$ cat src/rtl/uart_xcvr.sv
`default_nettype none
// ============================================================================
// Module   : uart_xcvr
// Purpose  : Full-duplex UART. The TX takes bytes over valid/ready. The RX samples
//            mid-bit from an oversampled tick and checks parity and framing.
// Revision : 1.0 - initial release
// ============================================================================
module uart_xcvr #(
  parameter int CLK_HZ     = 40000000,
  parameter int BAUD       = 115200,
  parameter int OVERSAMPLE = 16,
  parameter int DATA_BITS  = 8,
  parameter int PARITY     = 0,
  parameter int STOP_BITS  = 1
) (
  input  logic                 user_clock,
  input  logic                 rst,
  input  logic [DATA_BITS-1:0] tx_data,
  input  logic                 tx_valid,
  output logic                 tx_ready,
  output logic                 usb_rs232_txd,
  input  logic                 usb_rs232_rxd,
  input  logic                 loopback,
  output logic [DATA_BITS-1:0] rx_data,
  output logic                 rx_valid,
  output logic                 rx_parity_err,
  output logic                 rx_frame_err
);

  localparam int DIV   = (CLK_HZ + BAUD * OVERSAMPLE / 2) / (BAUD * OVERSAMPLE);
  localparam int DIV_W = (DIV > 1) ? $clog2(DIV) : 1;
  localparam int OS_W  = $clog2(OVERSAMPLE);

  localparam logic [DIV_W-1:0] DIV_LAST  = DIV_W'(DIV - 1);
  localparam logic [OS_W-1:0]  OS_LAST   = OS_W'(OVERSAMPLE - 1);
  localparam logic [OS_W-1:0]  OS_HALF   = OS_W'(OVERSAMPLE / 2 - 1);
  localparam logic [3:0]       BIT_LAST  = 4'(DATA_BITS - 1);
  localparam logic             STOP_LAST = 1'(STOP_BITS - 1);

  localparam logic [2:0] TX_IDLE  = 3'd0;
  localparam logic [2:0] TX_WAIT  = 3'd1;
  localparam logic [2:0] TX_START = 3'd2;
  localparam logic [2:0] TX_DATA  = 3'd3;
  localparam logic [2:0] TX_PAR   = 3'd4;
  localparam logic [2:0] TX_STOP  = 3'd5;

  localparam logic [2:0] RX_IDLE  = 3'd0;
  localparam logic [2:0] RX_START = 3'd1;
  localparam logic [2:0] RX_DATA  = 3'd2;
  localparam logic [2:0] RX_PAR   = 3'd3;
  localparam logic [2:0] RX_STOP  = 3'd4;
  localparam logic [2:0] RX_BRK   = 3'd5;

  logic [DIV_W-1:0] div_q;
  logic             w_tick;

  assign w_tick = (div_q == DIV_LAST);

  always_ff @(posedge user_clock or posedge rst) begin
    if (rst) div_q <= '0;
    else     div_q <= w_tick ? '0 : div_q + 1'b1;
  end

  // ---------------------------------------------------------------- TX
  logic [2:0]           tx_state_q, tx_state_d;
  logic [OS_W-1:0]      tx_tcnt_q, tx_tcnt_d;
  logic [3:0]           tx_bcnt_q, tx_bcnt_d;
  logic                 tx_scnt_q, tx_scnt_d;
  logic [DATA_BITS-1:0] tx_shift_q, tx_shift_d;
  logic                 tx_par_q, tx_par_d;
  logic                 w_tx_bit_end;
  logic                 w_tx_line;

  assign w_tx_bit_end = w_tick && (tx_tcnt_q == OS_LAST);

  always_comb begin
    tx_state_d = tx_state_q;
    tx_tcnt_d  = tx_tcnt_q;
    tx_bcnt_d  = tx_bcnt_q;
    tx_scnt_d  = tx_scnt_q;
    tx_shift_d = tx_shift_q;
    tx_par_d   = tx_par_q;
    if (w_tick && tx_state_q != TX_IDLE && tx_state_q != TX_WAIT)
      tx_tcnt_d = w_tx_bit_end ? '0 : tx_tcnt_q + 1'b1;
    case (tx_state_q)
      TX_IDLE: begin
        if (tx_valid) begin
          tx_shift_d = tx_data;
          tx_par_d   = (^tx_data) ^ (PARITY == 1);
          tx_state_d = TX_WAIT;
        end
      end
      // Hold the line idle until the next shared tick so every bit spans whole ticks.
      TX_WAIT: begin
        if (w_tick) begin
          tx_state_d = TX_START;
          tx_tcnt_d  = '0;
        end
      end
      TX_START: begin
        if (w_tx_bit_end) begin
          tx_state_d = TX_DATA;
          tx_bcnt_d  = '0;
        end
      end
      TX_DATA: begin
        if (w_tx_bit_end) begin
          tx_shift_d = tx_shift_q >> 1;
          tx_scnt_d  = '0;
          if (tx_bcnt_q == BIT_LAST) tx_state_d = (PARITY != 0) ? TX_PAR : TX_STOP;
          else                       tx_bcnt_d  = tx_bcnt_q + 1'b1;
        end
      end
      TX_PAR: begin
        if (w_tx_bit_end) begin
          tx_state_d = TX_STOP;
          tx_scnt_d  = '0;
        end
      end
      TX_STOP: begin
        if (w_tx_bit_end) begin
          if (tx_scnt_q == STOP_LAST) tx_state_d = TX_IDLE;
          else                        tx_scnt_d  = tx_scnt_q + 1'b1;
        end
      end
      default: tx_state_d = TX_IDLE;
    endcase
  end

  always_ff @(posedge user_clock or posedge rst) begin
    if (rst) begin
      tx_state_q <= TX_IDLE;
      tx_tcnt_q  <= '0;
      tx_bcnt_q  <= '0;
      tx_scnt_q  <= '0;
      tx_shift_q <= '0;
      tx_par_q   <= 1'b0;
    end else begin
      tx_state_q <= tx_state_d;
      tx_tcnt_q  <= tx_tcnt_d;
      tx_bcnt_q  <= tx_bcnt_d;
      tx_scnt_q  <= tx_scnt_d;
      tx_shift_q <= tx_shift_d;
      tx_par_q   <= tx_par_d;
    end
  end

  always_comb begin
    case (tx_state_q)
      TX_START: w_tx_line = 1'b0;
      TX_DATA:  w_tx_line = tx_shift_q[0];
      TX_PAR:   w_tx_line = tx_par_q;
      default:  w_tx_line = 1'b1;
    endcase
  end

  assign tx_ready      = (tx_state_q == TX_IDLE);
  assign usb_rs232_txd = loopback | w_tx_line;

  // ---------------------------------------------------------------- RX
  logic [1:0]           rx_sync_q;
  logic                 w_rxs;
  logic [2:0]           rx_state_q, rx_state_d;
  logic [OS_W-1:0]      rx_tcnt_q, rx_tcnt_d;
  logic [3:0]           rx_bcnt_q, rx_bcnt_d;
  logic [DATA_BITS-1:0] rx_shift_q, rx_shift_d;
  logic                 rx_perr_q, rx_perr_d;
  logic [DATA_BITS-1:0] rx_data_q, rx_data_d;
  logic                 rx_valid_q, rx_valid_d;
  logic                 rx_perr_out_q, rx_perr_out_d;
  logic                 rx_ferr_q, rx_ferr_d;
  logic                 w_rx_sample;

  always_ff @(posedge user_clock or posedge rst) begin
    if (rst) rx_sync_q <= 2'b11;
    else     rx_sync_q <= {rx_sync_q[0], loopback ? w_tx_line : usb_rs232_rxd};
  end

  assign w_rxs       = rx_sync_q[1];
  assign w_rx_sample = w_tick &&
                       (rx_tcnt_q == ((rx_state_q == RX_START) ? OS_HALF : OS_LAST));

  always_comb begin
    rx_state_d    = rx_state_q;
    rx_tcnt_d     = rx_tcnt_q;
    rx_bcnt_d     = rx_bcnt_q;
    rx_shift_d    = rx_shift_q;
    rx_perr_d     = rx_perr_q;
    rx_data_d     = rx_data_q;
    rx_valid_d    = 1'b0;
    rx_perr_out_d = rx_perr_out_q;
    rx_ferr_d     = rx_ferr_q;
    case (rx_state_q)
      RX_IDLE: begin
        if (w_tick && !w_rxs) begin
          rx_state_d = RX_START;
          rx_tcnt_d  = '0;
        end
      end
      // After a break, wait for the line to return high before looking for a start edge.
      RX_BRK: begin
        if (w_rxs) rx_state_d = RX_IDLE;
      end
      default: begin
        if (w_tick) rx_tcnt_d = w_rx_sample ? '0 : rx_tcnt_q + 1'b1;
        if (w_rx_sample) begin
          case (rx_state_q)
            RX_START: begin
              rx_bcnt_d  = '0;
              rx_perr_d  = 1'b0;
              rx_state_d = w_rxs ? RX_IDLE : RX_DATA;
            end
            RX_DATA: begin
              rx_shift_d = {w_rxs, rx_shift_q[DATA_BITS-1:1]};
              if (rx_bcnt_q == BIT_LAST) rx_state_d = (PARITY != 0) ? RX_PAR : RX_STOP;
              else                       rx_bcnt_d  = rx_bcnt_q + 1'b1;
            end
            RX_PAR: begin
              rx_perr_d  = (^rx_shift_q) ^ w_rxs ^ (PARITY == 1);
              rx_state_d = RX_STOP;
            end
            RX_STOP: begin
              rx_valid_d    = 1'b1;
              rx_data_d     = rx_shift_q;
              rx_perr_out_d = (PARITY != 0) && rx_perr_q;
              rx_ferr_d     = !w_rxs;
              rx_state_d    = w_rxs ? RX_IDLE : RX_BRK;
            end
            default: rx_state_d = RX_IDLE;
          endcase
        end
      end
    endcase
  end

  always_ff @(posedge user_clock or posedge rst) begin
    if (rst) begin
      rx_state_q    <= RX_IDLE;
      rx_tcnt_q     <= '0;
      rx_bcnt_q     <= '0;
      rx_shift_q    <= '0;
      rx_perr_q     <= 1'b0;
      rx_data_q     <= '0;
      rx_valid_q    <= 1'b0;
      rx_perr_out_q <= 1'b0;
      rx_ferr_q     <= 1'b0;
    end else begin
      rx_state_q    <= rx_state_d;
      rx_tcnt_q     <= rx_tcnt_d;
      rx_bcnt_q     <= rx_bcnt_d;
      rx_shift_q    <= rx_shift_d;
      rx_perr_q     <= rx_perr_d;
      rx_data_q     <= rx_data_d;
      rx_valid_q    <= rx_valid_d;
      rx_perr_out_q <= rx_perr_out_d;
      rx_ferr_q     <= rx_ferr_d;
    end
  end

  assign rx_data       = rx_data_q;
  assign rx_valid      = rx_valid_q;
  assign rx_parity_err = rx_perr_out_q;
  assign rx_frame_err  = rx_ferr_q;

endmodule
`default_nettype wire

$ cat config.mk
export PLATFORM = sky130hd
export DESIGN_NAME = uart_xcvr
export DESIGN_NICKNAME = d
export VERILOG_FILES = /design/src/rtl/uart_xcvr.sv
export SDC_FILE = /design/constraint.sdc
export NUM_CORES = 1
export LEC_CHECK = 0
export BUFFER_PORTS_ARGS = -buffer_cell sky130_fd_sc_hd__buf_2
export CAP_MARGIN = 10
export CORE_ASPECT_RATIO = 1.25
export CORE_MARGIN = 3
export CORE_UTILIZATION = 55
export DETAILED_ROUTE_END_ITERATION = 7
export PLACE_DENSITY_LB_ADDON = 0.08
export SLEW_MARGIN = 5
export SYNTH_ARGS = -nofsm -noshare
export SYNTH_HDL_FRONTEND = slang
export SYNTH_SLANG_ARGS = --single-unit
$ cat constraint.sdc
create_clock -name user_clock -period 3.25 [get_ports user_clock]
set_input_delay 0.4875 -clock user_clock [delete_from_list [all_inputs] [get_ports user_clock]]
set_output_delay 0.4875 -clock user_clock [all_outputs]
set_load 0.05 [all_outputs]
==> flow_results.xml <==
<?xml version="1.0" encoding="UTF-8"?>
<metrics>
  <group name="worst_setup_path">
    <metric name="crit_path_max_fanout" unit="">11</metric>
    <metric name="cp_slowest_stage_delay" unit="ns">0.51</metric>
    <metric name="worstSetupPathType" unit="">flop to flop</metric>
    <metric name="crit_arrival" unit="ns">2.52</metric>
    <metric name="startpoint_type" unit="">flop</metric>
    <metric name="critical_path.slowest_cell" unit="">nor3b_4</metric>
    <metric name="r2r.worst_path.cells" unit="">7</metric>
    <metric name="cell_family_with_the_largest_share_of_critical_path_delay" unit="">simple AND/OR/NAND/NOR gates</metric>
    <metric name="critical_path_endpoint_category" unit="">flop</metric>
    <metric name="worst-endpoint-required" unit="ns">3.46</metric>
    <metric name="worstPathBufferInverterCount" unit="">2</metric>
    <metric name="cp_cell_sequence" unit="">inv_1 -&gt; ha_1 -&gt; nand4b_1 -&gt; buf_4 -&gt; or2_1 -&gt; nor3b_4 -&gt; mux2_2</metric>
    <metric name="critical_path_depth" unit="">7</metric>
  </group>
  <group name="clock_network">
    <metric name="cts_tree" unit="">yes</metric>
    <metric name="htreeDepth" unit="">2</metric>
    <metric name="post_cts_hold_buffer_count" unit="">0</metric>
    <metric name="cts_sinks" unit="">56</metric>
    <metric name="clock_insertion_delay_worst_skew" unit="ns">0.31</metric>
    <metric name="cts_post_setup_buffers_inserted" unit="">0</metric>
    <metric name="cts.clk_slew.worst_paths" unit="ns">0.10</metric>
    <metric name="buffer_type_at_the_clock_tree_root" unit="">clkbuf_8</metric>
    <metric name="numCtsBuffers" unit="">5</metric>
    <metric name="cts_repair_resize_count" unit="">0</metric>
    <metric name="cts.path.max_buffers" unit="">2</metric>
  </group>
  <group name="floorplan">
    <metric name="die_height" unit="um">86.2</metric>
    <metric name="pin_count" unit="">26</metric>
    <metric name="placementRows" unit="">28</metric>
    <metric name="chipWidth" unit="um">70.2</metric>
    <metric name="initial_core_util" unit="">0.581</metric>
    <metric name="dieArea" unit="um^2">6050</metric>
    <metric name="floorplan.core_area" unit="um^2">4870</metric>
  </group>
  <group name="sta">
    <metric name="final-max-slew-violation-count" unit="">0</metric>
    <metric name="tightest_slew" unit="ns">0.737</metric>
    <metric name="timing.final.setup_violations" unit="">0</metric>
    <metric name="timing_hold_violations_final" unit="">0</metric>
    <metric name="finalSetupTns" unit="ns">0</metric>
    <metric name="fmaxAchievable" unit="GHz">0.433</metric>
    <metric name="post-route-period-util" unit="">0.710</metric>
    <metric name="rsz0062_at_grt" unit="">false</metric>
    <metric name="max_slew_margin" unit="">0.508</metric>
    <metric name="timing.final.crit_period" unit="ns">2.31</metric>
    <metric name="final.setup_skew" unit="ns">0.00656</metric>
  </group>
  <group name="power_and_ir_drop">
    <metric name="power.net_switching" unit="uW">273</metric>
    <metric name="power.switching_fraction" unit="">0.235</metric>
    <metric name="power.combinational.fraction" unit="">0.051</metric>
    <metric name="p_leak" unit="uW">0.00149</metric>
    <metric name="overall_power" unit="uW">1160</metric>
    <metric name="ratio_of_total_power_to_cell_area" unit="nW/um^2">379</metric>
    <metric name="vdd.ir_drop.worst" unit="mV">0.256</metric>
    <metric name="seq_power_share" unit="">0.613</metric>
    <metric name="power.share.clock" unit="">0.337</metric>
    <metric name="intPower" unit="uW">887</metric>
  </group>
  <group name="outcome">
    <metric name="outcome" unit="">complete, no violations</metric>
  </group>
  <group name="logic_synthesis">
    <metric name="synth_top_area_cell" unit="">dfrtp_1</metric>
    <metric name="netlist_top_cells_count" unit="">54 x dfrtp_1, 32 x nor2_1, 20 x mux2_2, 16 x a21oi_1, 13 x o21ai_0</metric>
    <metric name="synth_enable_flop_cells" unit="">0</metric>
    <metric name="syn_inst_count" unit="">266</metric>
    <metric name="ys_ff_latch" unit="">56</metric>
    <metric name="synth_sequential_area_ratio" unit="">0.496</metric>
    <metric name="ranking_of_synthesized_cells_by_area" unit="">dfrtp_1 48%, mux2_2 8.0%, nor2_1 4.2%, mux2i_1 3.5%, a22o_1 3.1%</metric>
    <metric name="per_instance_average_area_after_synthesis" unit="um^2">10.6</metric>
    <metric name="postSynth.topFlopCell" unit="">dfrtp_1</metric>
    <metric name="async_reset_ff_frac" unit="">1.00</metric>
    <metric name="synthesized_cell_area" unit="um^2">2830</metric>
    <metric name="synth_largest_type_area_fraction" unit="">0.477</metric>
    <metric name="ys.warnings.count" unit="">0</metric>
    <metric name="synth.lib_cells_used.distinct" unit="">52</metric>
    <metric name="synth_nets" unit="">285</metric>
    <metric name="most_common_cell_in_the_netlist" unit="">dfrtp_1</metric>
  </group>
  <group name="route">
    <metric name="drc" unit="">0</metric>
    <metric name="vias_per_cell" unit="">5.64</metric>
    <metric name="firstDrtPassIters" unit="">4</metric>
    <metric name="postRouteWirelength" unit="um">4810</metric>
    <metric name="detailroute.via_count" unit="">1956</metric>
    <metric name="wl_per_cell" unit="um">13.9</metric>
    <metric name="drt-initial-drc-count" unit="">98</metric>
    <metric name="final_antenna_net_count" unit="">0</metric>
  </group>
  <group name="min_path">
    <metric name="hold_path_class" unit="">input pin to async pin</metric>
  </group>
  <group name="finish">
    <metric name="finalInstanceArea" unit="um^2">3060</metric>
    <metric name="antenna_cells" unit="">0</metric>
    <metric name="utilization" unit="">0.629</metric>
    <metric name="synthToLayoutAreaGrowth" unit="%">8.13</metric>
    <metric name="post_route_cells_drive_above_1_share" unit="">0.223</metric>
    <metric name="nNetsFinal" unit="">305</metric>
  </group>
  <group name="global_route">
    <metric name="gr-usage-all-layers" unit="">0.168</metric>
    <metric name="first_global_vias" unit="">1912</metric>
    <metric name="antenna_found_initial" unit="">0</metric>
    <metric name="grt_pass1_wl" unit="um">8300</metric>
    <metric name="remaining_overflow_grt" unit="">0</metric>
    <metric name="pin_count_of_the_biggest_net_entering_global_routing" unit="">37</metric>
  </group>
  <group name="placement">
    <metric name="placement.cell_area" unit="um^2">2970</metric>
    <metric name="hpwl" unit="um">3540</metric>
    <metric name="port_buffers" unit="">24</metric>
    <metric name="placer_congestion_estimate" unit="">0.839</metric>
  </group>
  <group name="flow_run">
    <metric name="maxCapViolCount" unit="">0</metric>
  </group>
</metrics>
-- path summary, 6_finish.rpt --
kind                                              from                        to  slack, ns
worst min register to register  rx_sync_q[0]$_DFF_PP1_    rx_sync_q[1]$_DFF_PP1_       0.36
min in group user_clock         rx_sync_q[0]$_DFF_PP1_    rx_sync_q[1]$_DFF_PP1_       0.36
worst max register to register      div_q[1]$_DFF_PP0_    rx_data[0]$_DFFE_PP0P_       0.94
max in group asynchronous                          rst  rx_bcnt_q[1]$_DFFE_PP0P_       2.32
worst min-delay path                               rst    rx_data[4]$_DFFE_PP0P_       0.29
worst max-delay path                div_q[1]$_DFF_PP0_    rx_data[0]$_DFFE_PP0P_       0.94
-- area by class of cell --
type / count / area (um^2)
multi-input combinational: 192 / 1330
clock buffer: 5 / 68.8
clock inverter: 3 / 25.0
tap: 60 / 75.1
fill: 428 / 1810
timing repair buffer: 27 / 143
sequential: 56 / 1400
inverter: 4 / 15.0
-- kinds of logic after synthesis --
kind of cell	synth area share
AND/OR/NAND/NOR	0.162
AO/OA/AOI/OAI	0.138
flip-flops	0.496
multiplexers	0.115
buffers and inverters	0.0340
XOR/XNOR	0.0278
adder cells (fa/ha/maj)	0.0265
other	0.00132
-- power by group through the flow --
stage                     combinational, uW  clock [uW]  sequential, uW
final                                  58.7         391             711
after global routing                   66.4         429             712
after CTS                              60.6         407             711
after detailed placement               60.4           0             724
after global placement                 59.8           0             724
after floorplan                        42.4           0             723
-- routing by layer --
metal | up-vias | track usage | wire [um]
met4 | 0 | 0.0575 | 65
met5 | - | 0 | 0
met3 | 5 | 0.0325 | 100
li1 | 988 | - | -
met2 | 16 | 0.303 | 2500
met1 | 947 | 0.203 | 2140
-- per-stage QoR --
stage	hold WS [ns]	setup WS, ns	cells
global route	0.346	0.782	347
detailed placement	0.347	0.931	339
finish	0.290	0.941	347
global placement	0.345	0.980	339
CTS	0.314	0.923	347
floorplan	0.345	1.15	266
-- registers in the layout, indices dropped and copies added, names as in the netlist, 2 cells and up --
signal / cells
rx_shift_q: 8
rx_sync_q: 2
div_q: 5
tx_shift_q: 8
rx_state_q: 3
tx_tcnt_q: 4
tx_state_q: 3
tx_bcnt_q: 4
rx_bcnt_q: 4
rx_data: 8
rx_tcnt_q: 4
-- cells in the final DEF, fill, tap and decap left out, types with 2 or more instances in the layout --
| master | instances |
|---|---|
| nand2b_1 | 4 |
| nor4_1 | 2 |
| nand3_1 | 11 |
| mux2i_1 | 10 |
| nor2b_1 | 4 |
| and3_1 | 4 |
| a21o_1 | 2 |
| nand2_1 | 12 |
| xnor2_1 | 8 |
| inv_1 | 3 |
| buf_4 | 3 |
| inv_6 | 2 |
| dfstp_2 | 2 |
| a32o_1 | 2 |
| ha_1 | 6 |
| nor2_4 | 2 |
| o21ai_0 | 13 |
| a21oi_1 | 16 |
| nand3b_1 | 3 |
| o22ai_1 | 2 |
| dfrtp_1 | 54 |
| a22o_1 | 10 |
| buf_2 | 24 |
| clkbuf_8 | 5 |
| nor3_1 | 4 |
| nor2_1 | 32 |
| mux2_2 | 20 |
Power figures use the tool's default switching activity.
